### src/rtl/tag_mem_array_if.sv
// Tag memory bus between the controller (master) and the memory array (slave).
// Strobes and address/data flow master->slave; read data and status flow back.
interface tag_mem_array_if;
  logic [2:0]  mem_sel;
  logic        PC_B;
  logic        WE;
  logic        SE;
  logic [5:0]  mem_address;
  logic [15:0] mem_data_in;
  logic [15:0] mem_read_out;
  logic        wr_done;
  logic        access_err;
  logic        busy;

  modport master (
    output mem_sel, PC_B, WE, SE, mem_address, mem_data_in,
    input  mem_read_out, wr_done, access_err, busy
  );

  modport slave (
    input  mem_sel, PC_B, WE, SE, mem_address, mem_data_in,
    output mem_read_out, wr_done, access_err, busy
  );
endinterface

### src/rtl/tag_mem_array.sv
// Three-bank (EPC, sensor-1, sensor-2) tag memory responder with protocol checking.
// Read data one edge after address in EVAL; writes commit the edge after WE falls; no backpressure.
module tag_mem_array #(
  parameter int DEPTH = 64,
  parameter int WIDTH = 16
) (
  input  logic           clk,
  input  logic           reset,
  tag_mem_array_if.slave bus
);

  localparam int          AW      = (DEPTH > 1) ? $clog2(DEPTH) : 1;
  localparam logic [6:0]  DEPTH_L = 7'(DEPTH);

  typedef enum logic [1:0] {
    PRECHARGE,
    EVAL,
    SENSE,
    WRITE
  } state_t;

  state_t           state;
  state_t           state_nxt;
  logic [1:0]       bank_q;
  logic [1:0]       bank_nxt;
  logic             bank_vld;
  logic             bank_vld_nxt;
  logic [2:0]       sel_prev;
  logic [WIDTH-1:0] rd_reg;
  logic [WIDTH-1:0] rd_data;
  logic [WIDTH-1:0] wr_latch;
  logic [5:0]       wr_addr;
  logic             we_q;
  logic             wr_done_q;
  logic             access_err_q;

  logic             err_nxt;
  logic             commit;
  logic             load_rd;
  logic             load_wr;
  logic             sel_onehot;
  logic [1:0]       sel_idx;
  logic             rd_addr_ok;
  logic             wr_addr_ok;
  logic [AW-1:0]    rd_idx;
  logic [AW-1:0]    wr_idx;

  logic [WIDTH-1:0] mem [0:2][0:DEPTH-1];

  always_comb begin
    sel_onehot = 1'b1;
    sel_idx    = 2'd0;
    case (bus.mem_sel)
      3'b001:  sel_idx = 2'd0;
      3'b010:  sel_idx = 2'd1;
      3'b100:  sel_idx = 2'd2;
      default: sel_onehot = 1'b0;
    endcase
  end

  assign rd_addr_ok = {1'b0, bus.mem_address} < DEPTH_L;
  assign wr_addr_ok = {1'b0, wr_addr} < DEPTH_L;
  assign rd_idx     = bus.mem_address[AW-1:0];
  assign wr_idx     = wr_addr[AW-1:0];

  // An invalid bank or out-of-range address reads as zero rather than array contents.
  assign rd_data = (bank_vld && rd_addr_ok) ? mem[bank_q][rd_idx] : '0;

  always_comb begin
    state_nxt    = state;
    bank_nxt     = bank_q;
    bank_vld_nxt = bank_vld;
    err_nxt      = 1'b0;
    commit       = 1'b0;
    load_rd      = 1'b0;
    load_wr      = 1'b0;

    if (state != PRECHARGE && bus.mem_sel != sel_prev)
      err_nxt = 1'b1;

    case (state)
      PRECHARGE: begin
        if (bus.WE || bus.SE)
          err_nxt = 1'b1;
        if (!bus.PC_B) begin
          state_nxt    = EVAL;
          bank_nxt     = sel_idx;
          bank_vld_nxt = sel_onehot;
          if (!sel_onehot)
            err_nxt = 1'b1;
        end
      end
      EVAL: begin
        load_rd = 1'b1;
        load_wr = bus.WE;
        if (bus.SE && bus.WE) begin
          err_nxt   = 1'b1;
          state_nxt = PRECHARGE;
        end else if (bus.SE) begin
          state_nxt = SENSE;
        end else if (bus.WE) begin
          state_nxt = WRITE;
        end else if (bus.PC_B) begin
          state_nxt = PRECHARGE;
        end
      end
      SENSE: begin
        load_rd = 1'b1;
        if (bus.SE && bus.WE) begin
          err_nxt   = 1'b1;
          state_nxt = PRECHARGE;
        end else if (bus.PC_B || !bus.SE) begin
          state_nxt = PRECHARGE;
        end
      end
      WRITE: begin
        load_wr = bus.WE;
        if (bus.SE && bus.WE) begin
          err_nxt   = 1'b1;
          state_nxt = PRECHARGE;
        end else if (we_q && !bus.WE) begin
          // Falling edge of WE: commit regardless of PC_B, drop if bank/address invalid.
          state_nxt = PRECHARGE;
          if (!wr_addr_ok)
            err_nxt = 1'b1;
          else if (bank_vld)
            commit = 1'b1;
        end
      end
      default: state_nxt = PRECHARGE;
    endcase
  end

  always_ff @(posedge clk) begin
    if (reset) begin
      state        <= PRECHARGE;
      bank_q       <= 2'd0;
      bank_vld     <= 1'b0;
      sel_prev     <= 3'b000;
      rd_reg       <= '0;
      wr_latch     <= '0;
      wr_addr      <= 6'd0;
      we_q         <= 1'b0;
      wr_done_q    <= 1'b0;
      access_err_q <= 1'b0;
    end else begin
      state        <= state_nxt;
      bank_q       <= bank_nxt;
      bank_vld     <= bank_vld_nxt;
      sel_prev     <= bus.mem_sel;
      we_q         <= bus.WE;
      wr_done_q    <= commit;
      access_err_q <= err_nxt;
      if (load_rd)
        rd_reg <= rd_data;
      if (load_wr) begin
        wr_latch <= bus.mem_data_in;
        wr_addr  <= bus.mem_address;
      end
    end
  end

  // Array contents survive reset; a reset on the commit edge discards the write.
  always_ff @(posedge clk) begin
    if (commit && !reset)
      mem[bank_q][wr_idx] <= wr_latch;
  end

  assign bus.mem_read_out = bus.SE ? rd_reg : '0;
  assign bus.wr_done      = wr_done_q;
  assign bus.access_err   = access_err_q;
  assign bus.busy         = (state != PRECHARGE);

endmodule

### src/flat_wrapper.sv
// flat-port wrapper written by rule: the top's interface ports become plain ports
module tag_mem_array_flat 
#(
  parameter int DEPTH = 64,
  parameter int WIDTH = 16
)
  (clk, reset, bus_mem_sel, bus_PC_B, bus_WE, bus_SE, bus_mem_address, bus_mem_data_in, bus_mem_read_out, bus_wr_done, bus_access_err, bus_busy);
  tag_mem_array_if bus_i ();
  input  logic clk;
  input  logic reset;
  input wire logic [$bits(bus_i.mem_sel)-1:0] bus_mem_sel;
  input wire logic [$bits(bus_i.PC_B)-1:0] bus_PC_B;
  input wire logic [$bits(bus_i.WE)-1:0] bus_WE;
  input wire logic [$bits(bus_i.SE)-1:0] bus_SE;
  input wire logic [$bits(bus_i.mem_address)-1:0] bus_mem_address;
  input wire logic [$bits(bus_i.mem_data_in)-1:0] bus_mem_data_in;
  output wire logic [$bits(bus_i.mem_read_out)-1:0] bus_mem_read_out;
  output wire logic [$bits(bus_i.wr_done)-1:0] bus_wr_done;
  output wire logic [$bits(bus_i.access_err)-1:0] bus_access_err;
  output wire logic [$bits(bus_i.busy)-1:0] bus_busy;
  assign bus_i.mem_sel = bus_mem_sel;
  assign bus_i.PC_B = bus_PC_B;
  assign bus_i.WE = bus_WE;
  assign bus_i.SE = bus_SE;
  assign bus_i.mem_address = bus_mem_address;
  assign bus_i.mem_data_in = bus_mem_data_in;
  assign bus_mem_read_out = bus_i.mem_read_out;
  assign bus_wr_done = bus_i.wr_done;
  assign bus_access_err = bus_i.access_err;
  assign bus_busy = bus_i.busy;
  tag_mem_array #(.DEPTH(DEPTH), .WIDTH(WIDTH)) u_core (.clk(clk), .reset(reset), .bus(bus_i));
endmodule
### config.mk
export PLATFORM = sky130hd
export DESIGN_NAME = tag_mem_array_flat
export DESIGN_NICKNAME = d
export VERILOG_FILES = /design/src/rtl/tag_mem_array_if.sv /design/src/rtl/tag_mem_array.sv /design/src/flat_wrapper.sv
export SDC_FILE = /design/constraint.sdc
export NUM_CORES = 2
export LEC_CHECK = 0
export BUFFER_PORTS_ARGS = -buffer_cell sky130_fd_sc_hd__buf_4
export CORE_MARGIN = 3
export CORE_UTILIZATION = 24
export CTS_BUF_LIST = sky130_fd_sc_hd__clkbuf_16
export DETAILED_ROUTE_END_ITERATION = 8
export PLACE_DENSITY = 0.35
export SLEW_MARGIN = 30
export SYNTH_ARGS = -nofsm -noshare
export SYNTH_HDL_FRONTEND = slang
export SYNTH_SLANG_ARGS = --single-unit
### constraint.sdc
create_clock -name clk -period 6.1 [get_ports clk]
set_input_delay 0.915 -clock clk [delete_from_list [all_inputs] [get_ports clk]]
set_output_delay 0.915 -clock clk [all_outputs]
set_load 0.01 [all_outputs]
Word-level counts from Yosys, hierarchy flattened
Memories as Yosys holds them, arrays and structs flattened. A register that Yosys moved wholly into a read port is not among the register bits.
Index checks and enable logic that the tools add are counted.
{ "word_totals": {"ff_bits": 49, "mem_bits_rw": 3072, "input_bits": 30, "out_inout_bits": 19, "wordCells": 81, "mem_count": 1} }
{ "memory_table": {"columns": ["memory", "depth", "word_bits", "rd", "rd_ports_with_merged_regs", "wr", "line_no", "text"], "rows": [
  ["u_core.mem", 3, 1024, 1, 1, 1, "tag_mem_array.sv:48", "logic [WIDTH-1:0] mem [0:2][0:DEPTH-1];"]
]} }
{ "classes": {"magnitude_cmp": 3, "n_eq_ne": 11, "n_mux": 35, "n_bitwise": 3, "n_reduce_logical": 18} }
{ "op_table": {"columns": ["operator", "n"], "rows": [
  ["$mux 1024", 1],
  ["$bmux 16 s6", 1],
  ["$demux 16 s6", 1],
  ["$mux 16", 5],
  ["$mux 2", 11],
  ["$ge 7x7->1 const B", 2],
  ["$not 6->7", 2],
  ["$mux 1", 13],
  ["$pmux 2 s4", 1],
  ["$lt 7x1->1 const B", 1],
  ["$ne 3x1->1 const B", 2],
  ["$reduce_or 3->1", 2],
  ["$logic_and 1x1->1", 5],
  ["$ne 5x4->1 const B", 1],
  ["$eq 2x2->1 const B", 2],
  ["$pmux 2 s2", 1],
  ["$reduce_and 4->1", 1],
  ["$reduce_or 2->1", 2],
  ["$eq 3x1->1 const B", 1],
  ["$eq 3x2->1 const B", 1],
  ["$eq 3x3->1 const B", 1],
  ["$logic_not 1->1", 3],
  ["$ne 3x3->1", 1],
  ["$eq 2x1->1 const B", 1],
  ["other kinds (7)", 8]
]} }

Depth between registers and ports, before layout
{ "logic_depth": {"depth_word": 8, "depth_mapped": 14, "depth_no_buf": 9} }

Worst setup path after synthesis
OpenSTA, ideal clock, no wires.
{ "synth_timing": {"path_type": "input to register", "startpoint": "in reset", "endpoint": "mem u_core.mem[0][272] in the netlist's numbering (enable)", "setup_time_ps": 388, "arrival_ps": 2977, "t_required_ps": 5712, "path_slack_ps": 2735, "path_stages": 7, "n_path_buf": 2, "path_cell_list": "clkbuf_1 -> nand2b_1 -> nor4b_1 -> nor2b_1 -> nand3_1 -> clkbuf_1 -> nor2_1"} }
{ "synth_via": {"elab_chain_cells": 4} }
{ "synth_lines": {"columns": ["item", "line_no", "text"], "rows": [
  ["from (decl)", "flat_wrapper.sv:10", "input logic reset;"],
  ["$logic_not 1->1", "tag_mem_array.sv:165", "if (commit && !reset)"],
  ["$logic_and 1x1->1", "tag_mem_array.sv:165", null],
  ["$mux 1", "tag_mem_array.sv:165", null],
  ["$mux 1024 (implied by the code)", "tag_mem_array.sv:166", "mem[bank_q][wr_idx] <= wr_latch;"],
  ["to (decl)", "tag_mem_array.sv:48", null]
]} }
Every way passes these cells.

==> impl_metrics.ini <==
[run_status]
status = finished clean

[hold_path]
hold_path_depth = 3
min_to = u_core.wr_latch[15]
min_from = bus_mem_data_in[15]
min_path_type = primary input to flop

[sta]
period_minus_slack_ns = 4.45
hold_violations = 0
max_slew_margin = 0.232
timing.final.crit_share = 0.730
setup_viol = 0
worst_slew_pin_slew_ns = 1.15
rsz0062_at_grt = no
fin_worst_skew_ns = 0.0773
report.final.slew_viol_count = 0
final.setup.tns_ns = 0
max_freq_mhz = 225

[synth]
synth.avg_cell_area_um2 = 18.4
synth_top_flop_cell = edfxtp_1
synth.most_common_cell = edfxtp_1
yosysTopAreaCell = edfxtp_1
postSynthCellCount = 6701
ys_top_cells_by_count = 3072 x edfxtp_1, 499 x mux2i_1, 434 x nand2_1, 385 x mux4_2, 361 x nor2_1
ys_warn_count = 0
yosysSeqAreaShare = 0.758
synth_area_leaders = edfxtp_1 75%, mux4_2 7.0%, mux2i_1 4.1%
synth_edf_count = 3072
synth_nets = 6739
ys_ff_latch = 3123
syn_area_um2 = 123000
ys_async_sr_fraction = 0
synth.distinct_cells = 78
netlist.area_leader.share = 0.749

[route]
vias = 68000
avgRoutedWirePerCell_um = 34.9
drtPass1Iterations = 7
ant_nets = 0
drc = 0
via_per_inst = 4.78
drt_wl_total_mm = 496
drt_iter0_markers = 8108

[critical_path]
path_class = flop to flop
ff2ff_path_depth = 10
regToRegSetupSlack_ns = 1.65
crit_path_max_incr_delay_ns = 0.74
arrival_ns = 5.40
path_cells = buf_12 -> mux2i_1 -> a22oi_1 -> o21ai_0 -> buf_4 -> o21ai_0 -> nor4_1 -> buf_4 -> nor3_1 -> a32o_1
path_max_fanout = 57
cp.required_ns = 7.05
crit_slowest_cell = dfxtp_4
cp-end-kind = flop
rr_endpoint = u_core.rd_reg[6]
critPathLaunchType = flop

[clock_tree]
clock_latency_ns = 1.01
clockBufferDepth = 4
clock-root-buffer = clkbuf_16
cts_tree = done
cts_setup_buffers = 0
cts_inserted_buffers = 369
h-tree-depth = 5
path_clk_slew_ns = 0.06
holdBufCountCts = 0
cts_sinks = 3123
ctsResizeCount = 0

[placement]
place_area_um2 = 135000
place_congestion = 0.852
io_buffer_count = 48
place_hpwl_mm = 317

[global_route]
grt_usage = 0.186
gr-total-overflow = 0
grt_max_degree = 128
antenna_found_initial = 44
first_global_vias = 67300
grt_pass1_wl_mm = 657

[layout]
design_area_um2 = 147000
multi_input_area_um2 = 28400
seq_area_um2 = 93300
fillers = 50400
drive_above_1_share = 0.267
largest_reg_flops = 3072
nets = 7205
syn2layout_area_growth_pct = 19.2

[flow_run]
cap_violations = 0

[power_and_ir_drop]
comb_power_share = 0.049
p_leak_nw = 47.4
p_seq_frac = 0.492
p_clk_frac = 0.458
swShare = 0.231
vdd_drop_max_uv = 220
p_sw_mw = 11.1
p_int_mw = 37.1
p_total_mw = 48.2
pwr_density_cell_nw_per_um2 = 329

[floorplanning]
io_pins = 49
std_cell_rows = 262
die_h_um = 722
core_area_um2 = 510000
fp.dieArea_um2 = 521000
die_w_um = 722
initial_utilization = 0.241
==> critical path: cells and delay by family, from the launching register on <==
kind / cells / cell delay [ns]
mux: 1 / 0.36
compound gates: 4 / 1.73
buf+inv: 3 / 0.81
flops: 1 / 0.74
simple gates: 2 / 0.63
==> cell type report <==
type,count,area share
sequential,3123,0.636
antenna,9,0.000154
timing repair buffer,490,0.0302
clock buffer,379,0.0647
clock inverter,295,0.0171
tap,6732,0.0574
inverter,13,0.000418
multi-input combinational,3170,0.194
==> layer usage <==
metal,track usage,up-vias,part of all wire
met5,0,-,0.000058
met4,0.0510,6,0.030
met3,0.0332,597,0.059
met2,0.290,2307,0.45
met1,0.264,37200,0.46
li1,-,27800,-
==> power groups by stage <==
stage	logic, mW	registers, mW	clock network (mW)
2_1_floorplan	0.896	24.3	0
3_3_place_gp	2.37	24.2	0
3_5_place_dp	2.39	24.2	0
4_1_cts	2.40	23.7	22.6
5_1_grt	2.44	23.7	23.5
6_report	2.38	23.7	22.1
==> worst max-delay path by stage <==
| stage | depth (start not counted) | from | slack (ns) | end |
|---|---|---|---|---|
| 2_1_floorplan | 7 | reset | 2.73 | u_core.mem[0][272] |
| 3_3_place_gp | 9 | bus_mem_address[0] | 1.13 | u_core.rd_reg[3] |
| 3_5_place_dp | 9 | bus_mem_address[0] | 1.10 | u_core.rd_reg[3] |
| 4_1_cts | 8 | flop | 1.65 | u_core.rd_reg[14] |
| 5_1_grt | 9 | flop | 1.69 | u_core.rd_reg[12] |
| 6_report | 10 | flop | 1.65 | u_core.rd_reg[6] |
==> through the flow <==
stage	worst slack (ns)	hold WS [ns]	utilization	instances
after floorplan	2.73	0.411	-	6701
after global placement	1.13	0.440	0.263	13500
after detailed placement	1.10	0.436	0.264	13500
after CTS	1.65	0.105	0.287	14200
after global routing	1.69	0.121	0.288	14200
final	1.65	0.165	0.288	14200
==> kinds of logic after synthesis <==
family,Yosys count,share of synthesized area
buffers and inverters,408,0.0178
XOR/XNOR,4,0.000285
AO/OA/AOI/OAI,941,0.0469
flip-flops,3123,0.758
AND/OR/NAND/NOR,990,0.0339
multiplexers,1227,0.142
adder cells (fa/ha/maj),8,0.000813
==> cell usage in the layout (no fill, tap or decap), types with 10 or more instances in the layout <==
| cell | n |
|---|---|
| a211oi_1 | 49 |
| a21oi_1 | 226 |
| a221oi_1 | 18 |
| a22o_1 | 13 |
| a22oi_1 | 53 |
| a31oi_1 | 26 |
| and2_1 | 22 |
| buf_12 | 50 |
| buf_4 | 431 |
| bufinv_16 | 38 |
| clkbuf_16 | 379 |
| clkinv_1 | 72 |
| clkinv_2 | 75 |
| clkinvlp_4 | 12 |
| dfxtp_1 | 33 |
| dfxtp_4 | 18 |
| edfxtp_1 | 3072 |
| inv_1 | 87 |
| mux2_2 | 339 |
| mux2i_1 | 499 |
| mux4_2 | 385 |
| nand2_1 | 426 |
| nand2b_1 | 13 |
| nand3_1 | 28 |
| nand4_1 | 24 |
| nor2_1 | 166 |
| nor2_2 | 159 |
| nor2_4 | 36 |
| nor2b_1 | 25 |
| nor3_1 | 22 |
| o2111ai_1 | 16 |
| o211ai_1 | 72 |
| o21ai_0 | 308 |
| o21ai_1 | 16 |
| o221ai_1 | 12 |
| o22ai_1 | 47 |
| o31ai_1 | 10 |
(Power assumes the default switching activity.)
